$ cat config.mk
export PLATFORM = sky130hd
export DESIGN_NAME = register_19bit_flat
export DESIGN_NICKNAME = d
export VERILOG_FILES = /design/src/rtl/register_19bit_pkg.sv /design/src/rtl/register_19bit_if.sv /design/src/rtl/register_19bit_incrementer_19.sv /design/src/rtl/register_19bit.sv /design/src/flat_wrapper.sv
export SDC_FILE = /design/constraint.sdc
export NUM_CORES = 1
export LEC_CHECK = 0
export CORE_MARGIN = 2
export CORE_UTILIZATION = 40
export DETAILED_ROUTE_END_ITERATION = 7
export PLACE_DENSITY = 0.77
export SETUP_SLACK_MARGIN = 0.2
export SYNTH_ARGS = -nofsm -noshare
export SYNTH_HDL_FRONTEND = slang
export SYNTH_SLANG_ARGS = --single-unit
$ cat constraint.sdc
create_clock -name CLK -period 2.55 [get_ports CLK]
set_input_delay 0.3825 -clock CLK [delete_from_list [all_inputs] [get_ports CLK]]
set_output_delay 0.3825 -clock CLK [all_outputs]
set_load 0.02 [all_outputs]
$ cat src/rtl/register_19bit_pkg.sv
// Shared CPU datapath constants and the register command decode.
package register_19bit_pkg;

    localparam int unsigned REG_WIDTH = 19;

    localparam logic [REG_WIDTH-1:0] REG_ZERO = '0;
    localparam logic [REG_WIDTH-1:0] REG_ONE  = {{(REG_WIDTH-1){1'b0}}, 1'b1};

    // Per-edge command, highest priority first: clear, load, increment, hold.
    typedef enum logic [1:0] {
        CMD_HOLD = 2'd0,
        CMD_INC  = 2'd1,
        CMD_LOAD = 2'd2,
        CMD_CLR  = 2'd3
    } reg_cmd_e;

    function automatic reg_cmd_e decode_cmd(input logic clr, input logic load, input logic inc);
        if (clr)
            return CMD_CLR;
        else if (load)
            return CMD_LOAD;
        else if (inc)
            return CMD_INC;
        else
            return CMD_HOLD;
    endfunction

endpackage

$ cat src/rtl/register_19bit_if.sv
// Load/increment bus for the datapath registers.
interface register_19bit_if
    import register_19bit_pkg::*;
#(
    parameter int unsigned WIDTH = REG_WIDTH
);

    logic [WIDTH-1:0] inpData;
    logic             LOAD;
    logic             INC;
    logic [WIDTH-1:0] opData;

    modport master (
        output inpData,
        output LOAD,
        output INC,
        input  opData
    );

    modport slave (
        input  inpData,
        input  LOAD,
        input  INC,
        output opData
    );

endinterface

$ cat src/rtl/register_19bit_incrementer_19.sv
// Combinational WIDTH-bit +1 with silent wrap; shared by the PC/AR registers.
module incrementer_19
    import register_19bit_pkg::*;
#(
    parameter int unsigned WIDTH = REG_WIDTH
) (
    input  logic [WIDTH-1:0] a,
    output logic [WIDTH-1:0] y
);

    localparam logic [WIDTH-1:0] ONE_W = {{(WIDTH-1){1'b0}}, 1'b1};

    // Carry out of the top bit is discarded, giving mod 2^WIDTH behaviour.
    always_comb begin
        y = a + ONE_W;
    end

endmodule

$ cat src/rtl/register_19bit.sv
// WIDTH-bit datapath register with clear > load > increment > hold priority.
module register_19bit
    import register_19bit_pkg::*;
#(
    parameter int unsigned WIDTH = REG_WIDTH
) (
    input  logic            CLK,
    input  logic            CLR,
    register_19bit_if.slave bus
);

    logic [WIDTH-1:0] q;
    logic [WIDTH-1:0] q_inc;

    incrementer_19 #(.WIDTH(WIDTH)) u_inc (
        .a (q),
        .y (q_inc)
    );

    // Single owner of the register; CLR is a synchronous clear.
    always_ff @(posedge CLK) begin
        case (decode_cmd(CLR, bus.LOAD, bus.INC))
            CMD_CLR:  q <= '0;
            CMD_LOAD: q <= bus.inpData;
            CMD_INC:  q <= q_inc;
            default:  q <= q;
        endcase
    end

    assign bus.opData = q;

endmodule

$ cat src/flat_wrapper.sv
// flat-port wrapper written by rule: the top's interface ports become plain ports
module register_19bit_flat import register_19bit_pkg::*;
#(
    parameter int unsigned WIDTH = REG_WIDTH
)
  (CLK, CLR, bus_inpData, bus_LOAD, bus_INC, bus_opData);
  register_19bit_if #(.WIDTH(WIDTH)) bus_i ();
  input  logic CLK;
  input  logic CLR;
  input wire logic [$bits(bus_i.inpData)-1:0] bus_inpData;
  input wire logic [$bits(bus_i.LOAD)-1:0] bus_LOAD;
  input wire logic [$bits(bus_i.INC)-1:0] bus_INC;
  output wire logic [$bits(bus_i.opData)-1:0] bus_opData;
  assign bus_i.inpData = bus_inpData;
  assign bus_i.LOAD = bus_LOAD;
  assign bus_i.INC = bus_INC;
  assign bus_opData = bus_i.opData;
  register_19bit #(.WIDTH(WIDTH)) u_core (.CLK(CLK), .CLR(CLR), .bus(bus_i));
endmodule
# Yosys cells after proc, flatten, opt, wreduce, memory -nomap -nowiden
# Index checks and enable logic that the tools add are counted.
# classes
n_addsub	1
n_eq_ne	3
mux	4
n_reduce_logical	1
# op_table
cell	n
19-bit one-hot mux with 3 select lines	1
19-bit by 1-bit adder with 19-bit output (second input constant)	1
2-bit equality test (second input constant)	2
2-bit 2-to-1 mux	2
3-bit nonzero test	1
2-bit by 1-bit equality test with 1-bit output (second input constant)	1
1-bit 2-to-1 mux	1
# word_totals
reg_bits	19
inputBits	23
wordCells	10

# Depth between registers and ports, before layout
# Gate-level depths: netlist of run 1.
# depth
depth_word	5
depth_mapped	9

# By module
# A second synthesis of run 1 with hierarchy kept.
# hier_totals
cells_unflattened	119
area_unflattened_um2	1315.0
# by_module_without_submodules
module	n_inst	cells_per_inst	area_per_inst_um2	seq_area_each_um2
register_19bit	1	72	965.9	570.5
incrementer_19	1	47	349.1	0.0

# Worst setup path after synthesis of run 1
# OpenSTA, ideal clock, no wires.
# synth_timing
path_kind	input to register
startpoint	input port bus_LOAD
endpoint	register u_core.q[18], in the netlist u_core.bus.opData[18] (data pin)
t_arrival_ns	1.703
setup_slack_ns	0.569
stages	7
path_buffers	1
cell_sequence	or2_2 -> ha_1 -> nor2b_1 -> buf_6 -> a32o_1 -> a31oi_1 -> o211ai_1
# synth_via
elab_chain_len	4
word_cells_on_any_way	6
# synth_rtl
item	line	rtl
start, declared	flat_wrapper.sv:11	input wire logic [$bits(bus_i.LOAD)-1:0] bus_LOAD;
2-bit 2-to-1 mux (*)	register_19bit_pkg.sv:20	else if (load)
2-bit 2-to-1 mux (*)	register_19bit_pkg.sv:18	if (clr)
2-bit by 1-bit equality test with 1-bit output or 2-bit equality test (tied branches)	register_19bit.sv:22	case (decode_cmd(CLR, bus.LOAD, bus.INC))
19-bit one-hot mux with 3 select lines (*)	register_19bit.sv:22	
end signal, assigned	register_19bit.sv:24	CMD_LOAD: q <= bus.inpData;
end signal, assigned	register_19bit.sv:25	CMD_INC: q <= q_inc;
end signal, assigned	register_19bit.sv:26	default: q <= q;
end, declared	register_19bit.sv:12	logic [WIDTH-1:0] q;
# Mark *: on every way between the ends. The rest lies on a longest branch, timed or not.
# A chain may end at the register's enable or synchronous reset.

# Worst setup path in the final report of run 1
# layout_timing
startpoint	input port bus_LOAD
endpoint	register u_core.q[12], in the netlist u_core.bus.opData[12] (data pin)
# Same word-level chain as after synthesis.

==> results of run 1 <==
[power groups by stage]
stage / clock [mW] / combinational [mW] / sequential, mW
CTS: 0.160 / 0.185 / 0.406
finish: 0.157 / 0.183 / 0.406
floorplan: 0 / 0.0546 / 0.435
detailed placement: 0 / 0.184 / 0.412
global route: 0.179 / 0.198 / 0.410
global placement: 0 / 0.181 / 0.411
[synthesized netlist by cell type, types with 4 or more instances]
master and count:
edfxtp_1 19, nand2_1 19, xnor2_1 11, nor2_1 10, o21ai_0 9, inv_1 8, nand3_1 7, nor4_1 5
a22oi_1 4, ha_1 4, nor3_1 4
[per-layer routing]
layer  vias up  track usage [%]  share of wire, %
li1        576                -                 -
met1       547             22.9                43
met2        46             32.5                50
met3         0             4.33               7.0
met4         0             5.71                 0
met5         -                0                 0
[worst max path at each step]
| stage | to | slack, ns | start | cells after the start |
|---|---|---|---|---|
| after floorplan | u_core.bus.opData[18] | 0.57 | bus_LOAD | 7 |
| after detailed placement | u_core.bus.opData[12] | 0.04 | bus_LOAD | 8 |
| after global routing | u_core.bus.opData[9] | 0.20 | bus_LOAD | 8 |
| after global placement | u_core.bus.opData[18] | 0.14 | bus_LOAD | 9 |
| final | u_core.bus.opData[12] | 0.34 | bus_LOAD | 8 |
| after CTS | u_core.bus.opData[12] | 0.35 | bus_LOAD | 8 |
[stage by stage]
stage / total power [mW] / worst slack (ns) / hold WS, ns
6_report: 0.746 / 0.339 / 0.716
3_5_place_dp: 0.596 / 0.0373 / 0.696
5_1_grt: 0.787 / 0.205 / 0.744
2_1_floorplan: 0.489 / 0.569 / 0.570
4_1_cts: 0.751 / 0.351 / 0.724
3_3_place_gp: 0.591 / 0.138 / 0.678
[worst max-delay path, delay by kind of cell]
family / cells / cell delay [ns]
buffers and inverters: 3 / 0.77
and+or+nand+nor: 2 / 0.54
AOI/OAI and AO/OA: 2 / 0.33
adders and majority gates: 1 / 0.32
[layout make-up]
class                           instances  area share, %
Tap cell                               33           2.36
Inverter                                8           1.71
Sequential cell                        19           32.6
Timing Repair Buffer                   48           26.4
Multi-Input combinational cell        101           35.4
Clock buffer                            4           1.50
[kinds of logic (layout without fill, tap and decap cells)]
family / count (synthesis) / after routing / share of synthesized area, %
simple gates: 60 / 60 / 24.2
compound gates: 24 / 24 / 12.6
flops: 19 / 19 / 46.0
xor+xnor: 13 / 13 / 9.18
buf+inv: 11 / 60 / 3.94
fa+ha+maj: 4 / 4 / 4.04
==> impl_metrics.py, run 1 <==
metrics = {
    "final_layout": {
        "final_util_pct": 58.3,
        "drive_gt1_share_pct": 7.78,
        "regArea_um2": 571,
        "largest_reg_flops": 19,
        "multi_input_area_um2": 621,
        "antenna_cells": 0,
        "layout_common_cells": "41 x clkdlybuf4s50_1, 19 x nand2_1, 19 x edfxtp_1, 11 x xnor2_1, 10 x nor2_1",
        "stdcell_area_um2": 1750,
        "area_delta_synth_final_pct": 41.3,
        "final_common_cell": "clkdlybuf4s50_1",
        "final_nets": 208,
        "n_fill_cell": 279,
        "fin_cells": 213,
    },
    "yosys": {
        "synthesis.area_um2": 1240,
        "syn-instance-count": 131,
        "ys_types": 31,
        "synth_edf_count": 19,
        "synth_area_leaders": "edfxtp_1 46%, xnor2_1 7.8%, nand2_1 5.8%",
        "yosysWarningCount": 0,
        "synth_area_leader_cell": "edfxtp_1",
        "syn_nets": 158,
        "synth_seq_cells": 19,
        "yosysTopAreaCellShare_pct": 46.0,
        "synthArstFlopShare_pct": 0,
        "synth_flop_cell": "edfxtp_1",
        "avgSynthCellArea_um2": 9.47,
        "yosysSeqAreaShare_pct": 46.0,
    },
    "worst_hold_path": {
        "hold_path_depth": 2,
        "min_from": "u_core.bus.opData[18]",
        "holdPathEnd": "u_core.bus.opData[18]",
        "hp-class": "register to register",
    },
    "die": {
        "die_w_um": 59.7,
        "dieArea_um2": 3560,
        "coreArea_um2": 3000,
        "rows": 20,
        "die_height_um": 59.7,
        "ioPinCount": 42,
        "start_util_pct": 41.3,
    },
    "clock_network": {
        "clock_latency_ns": 0.30,
        "cts_hold_buf": 0,
        "cts_tree": "done",
        "cts_resized": 0,
        "cts_root_buf": "clkbuf_4",
        "clk_pin_slew_ns": 0.11,
        "post_cts_buffers": 0,
        "htree_levels": 1,
        "cts_buffers": 3,
        "ctsLongestPathBuffers": 2,
        "clock-sinks": 19,
    },
    "flow_run": {
        "maxCapViolCount": 0,
    },
    "global_routing": {
        "first_global_vias": 1162,
        "grt_first_pass_wirelength_um": 5090,
        "grt_max_degree": 20,
        "antenna_found_initial": 0,
        "grt-ovfl-total": 0,
        "grtUsageTotal_pct": 18.7,
    },
    "setup_path": {
        "r2r_start": "u_core.bus.opData[0]",
        "critPathLaunchType": "input port",
        "worstPathCellList": "clkdlybuf4s50_1, inv_1, a21oi_1, ha_1, nor2b_1, buf_4, nand2_1, o21ai_0",
        "crit_path_end_kind": "register",
        "arrival_ns": 2.35,
        "crit_type": "input port to register",
        "critPathMaxStageDelay_ns": 0.48,
        "rrSetupSlack_ns": 0.62,
        "worstPathRequired_ns": 2.68,
        "r2r_cells": 5,
        "timing.rr.end": "u_core.bus.opData[10]",
        "crit_slowest_cell": "nor2b_1",
        "cp_max_fo": 8,
    },
    "drt": {
        "vias": 1169,
        "dr.first_iter.drc_count": 18,
        "drc_errors": 0,
        "ant_nets": 0,
        "wire_per_inst_um": 14.4,
        "first_pass_iters": 4,
        "totalWireLength_um": 3060,
        "via_per_inst": 5.49,
    },
    "pwr": {
        "p_sw_mw": 0.212,
        "comb_power_share_pct": 24.5,
        "power_density_nw_per_um2": 426,
        "power_frac_clock_pct": 21.1,
        "internal-power_mw": 0.534,
        "p_leak_nw": 0.625,
        "p_seq_share_pct": 54.4,
        "switching_share_pct": 28.5,
        "vdd_drop_max_v": 0.000202,
    },
    "sta": {
        "drv_slew": 0,
        "rsz0062_at_grt": "false",
        "fin_crit_sh_pct": 86.7,
        "setup_tns_ns": 0,
        "fin_crit_ns": 2.21,
        "slew_headroom_pct": 50.6,
        "setup_viol": 0,
        "fmax_ghz": 0.452,
        "finalHoldViolCount": 0,
        "clock_skew_ns": 0.00611,
        "worst_pin_slew_ns": 0.740,
    },
    "placed_design": {
        "dpl.hpwl_um": 2360,
        "gp_congestion": 0.784,
        "placed_cells": 209,
        "io_buffer_count": 41,
        "placed_cell_area_um2": 1730,
    },
    "run_status": {
        "status": "complete, no violations",
    },
}
(Power assumes the default switching activity.)
==> run 2: changes to the inputs <==
--- a/config.mk
+++ b/config.mk
@@ -5,7 +5,7 @@
 export SDC_FILE = /design/constraint.sdc
 export NUM_CORES = 1
 export LEC_CHECK = 0
-export CORE_MARGIN = 2
+export CORE_MARGIN = 1
 export CORE_UTILIZATION = 40
 export DETAILED_ROUTE_END_ITERATION = 7
 export PLACE_DENSITY = 0.77
==> run 2 against run 1 <==
Compared with the run above:
- the flow now finishes with violations (DRC)
- global-route usage increased by 2.1 points
- clock power about the same
- wire length shrank 0.33%
- hold slack got worse by 0.00053 ns
- clock skew increased by 0.0059 ns
- setup slack improved by 0.070 ns
- core utilization rose by 3.2 points
- clock-buffer cell count unchanged
- critical endpoint is now u_core.bus.opData[18]
- largest cell class unchanged
==> impl_metrics.py, run 2 (synthesized netlist as in run 1, its figures left out) <==
metrics = {
    "run_status": {
        "status": "finished with violations",
        "violations": "DRC",
    },
    "setup_path": {
        "startpoint": "bus_LOAD",
        "arrival_ns": 2.17,
        "rrSetupSlack_ns": 0.53,
        "crit_path_end": "u_core.bus.opData[18]",
        "critPathLaunchType": "input port",
        "worstPathRequired_ns": 2.58,
        "r2r_start": "u_core.bus.opData[1]",
        "cp_max_fo": 7,
        "r2r_cells": 5,
        "crit_type": "input port to register",
        "timing.rr.end": "u_core.bus.opData[10]",
        "crit_path_end_kind": "register",
    },
    "placed_design": {
        "dpl.hpwl_um": 2350,
        "place_ws_ns": 0.101,
        "placed_cells": 206,
        "io_buffer_count": 41,
        "gp_congestion": 0.779,
    },
    "drt": {
        "dr.first_iter.drc_count": 35,
        "wire_per_inst_um": 14.5,
        "vias": 1162,
        "first_pass_iters": 6,
        "drc_errors": 3,
        "via_per_inst": 5.53,
        "ant_nets": 0,
        "totalWireLength_um": 3050,
    },
    "sta": {
        "fin_ws_ns": 0.409,
        "rsz0062_at_grt": "false",
        "slew_headroom_pct": 49.4,
        "fin_crit_ns": 2.14,
        "worst_pin_slew_ns": 0.757,
        "finalHoldViolCount": 0,
        "setup_tns_ns": 0,
        "setup_viol": 0,
        "fmax_ghz": 0.467,
        "fin_crit_sh_pct": 84.0,
        "clock_skew_ns": 0.0120,
        "drv_slew": 0,
    },
    "die": {
        "die_w_um": 57.7,
        "rows": 19,
        "ioPinCount": 42,
        "dieArea_um2": 3330,
        "die_height_um": 57.7,
        "coreArea_um2": 2850,
        "start_util_pct": 43.5,
    },
    "final_layout": {
        "final_nets": 207,
        "largest_reg_flops": 19,
        "fin_cells": 210,
        "drive_gt1_share_pct": 7.26,
        "antenna_cells": 0,
        "n_fill_cell": 261,
        "layout_common_cells": "41 x clkdlybuf4s50_1, 19 x nand2_1, 19 x edfxtp_1, 11 x xnor2_1, 10 x nor2_1",
        "final_common_cell": "clkdlybuf4s50_1",
        "area_delta_synth_final_pct": 41.5,
    },
    "clock_network": {
        "cts_buffers": 3,
        "clk_pin_slew_ns": 0.10,
        "cts_tree": "done",
        "clock-sinks": 19,
        "htree_levels": 1,
        "cts_hold_buf": 0,
        "cts_resized": 0,
        "cts_root_buf": "clkbuf_4",
        "clock_latency_ns": 0.31,
        "ctsLongestPathBuffers": 2,
        "post_cts_buffers": 0,
    },
    "global_routing": {
        "grt_max_degree": 20,
        "grt_first_pass_wirelength_um": 5230,
        "grtUsageTotal_pct": 20.8,
        "antenna_found_initial": 0,
        "first_global_vias": 1202,
        "grt-ovfl-total": 0,
    },
    "pwr": {
        "p_seq_share_pct": 54.1,
        "power_frac_clock_pct": 21.0,
        "p_leak_nw": 0.624,
        "p_sw_mw": 0.211,
        "vdd_drop_max_v": 0.000201,
        "internal-power_mw": 0.536,
        "power_density_nw_per_um2": 426,
        "comb_power_share_pct": 24.8,
        "switching_share_pct": 28.3,
    },
    "worst_hold_path": {
        "hp-class": "register to register",
    },
    "flow_run": {
        "maxCapViolCount": 0,
    },
}
## run 2: cell count changes in the layout (fill, tap and decap cells not counted)
cell,previous run,this run
buf_4,7,5
buf_12,0,1
## run 2: through the flow
stage	area, um^2	util, %	total power, mW	hold WS, ns
after CTS	1750	61.5	0.755	0.716
after floorplan	1240	-	0.489	0.570
after detailed placement	1730	60.6	0.598	0.694
after global routing	1750	61.5	0.785	0.731
after global placement	1730	60.6	0.593	0.674
final	1750	61.5	0.747	0.716
## run 2: power groups by stage
stage                     clock (mW)  sequential, mW  combinational (mW)
after floorplan                    0           0.435              0.0546
after global placement             0           0.410               0.182
after detailed placement           0           0.412               0.186
after CTS                      0.163           0.405               0.187
after global routing           0.176           0.410               0.200
final                          0.157           0.404               0.185
## run 2: final cells by class
| cell class | count | area, um^2 | area share, % |
|---|---|---|---|
| Clock buffer | 4 | 26.3 | 1.50 |
| Inverter | 8 | 30.0 | 1.71 |
| Multi-Input combinational cell | 101 | 621 | 35.4 |
| Sequential cell | 19 | 571 | 32.5 |
| Tap cell | 31 | 38.8 | 2.21 |
| Timing Repair Buffer | 47 | 468 | 26.7 |
## run 2: per-layer routing
metal  share of wire, %  up-vias  GRT usage (%)
met5                  0        -              0
met4                1.6        0           9.52
met3                5.9        5           2.68
met2                 50       45           37.2
met1                 42      538           24.9
li1                   -      574              -
## run 2: how the worst min path moves through the flow
stage / start / end / slack [ns] / cells after the start
2_1_floorplan: bus_inpData[10] / u_core.bus.opData[10] / 0.57 / 2
3_3_place_gp: u_core.bus.opData[18] / u_core.bus.opData[18] / 0.67 / 2
3_5_place_dp: u_core.bus.opData[18] / u_core.bus.opData[18] / 0.69 / 2
4_1_cts: u_core.bus.opData[18] / u_core.bus.opData[18] / 0.72 / 2
5_1_grt: bus_inpData[9] / u_core.bus.opData[9] / 0.73 / 3
6_report: u_core.bus.opData[18] / u_core.bus.opData[18] / 0.72 / 2
## run 2: worst max-delay path, stage by stage
cell	delay, ns
clkdlybuf4s50_1	0.47
inv_1	0.04
a21oi_1	0.25
inv_1	0.08
ha_1	0.22
nor2b_1	0.21
a32o_1	0.28
a31oi_1	0.14
o211ai_1	0.11
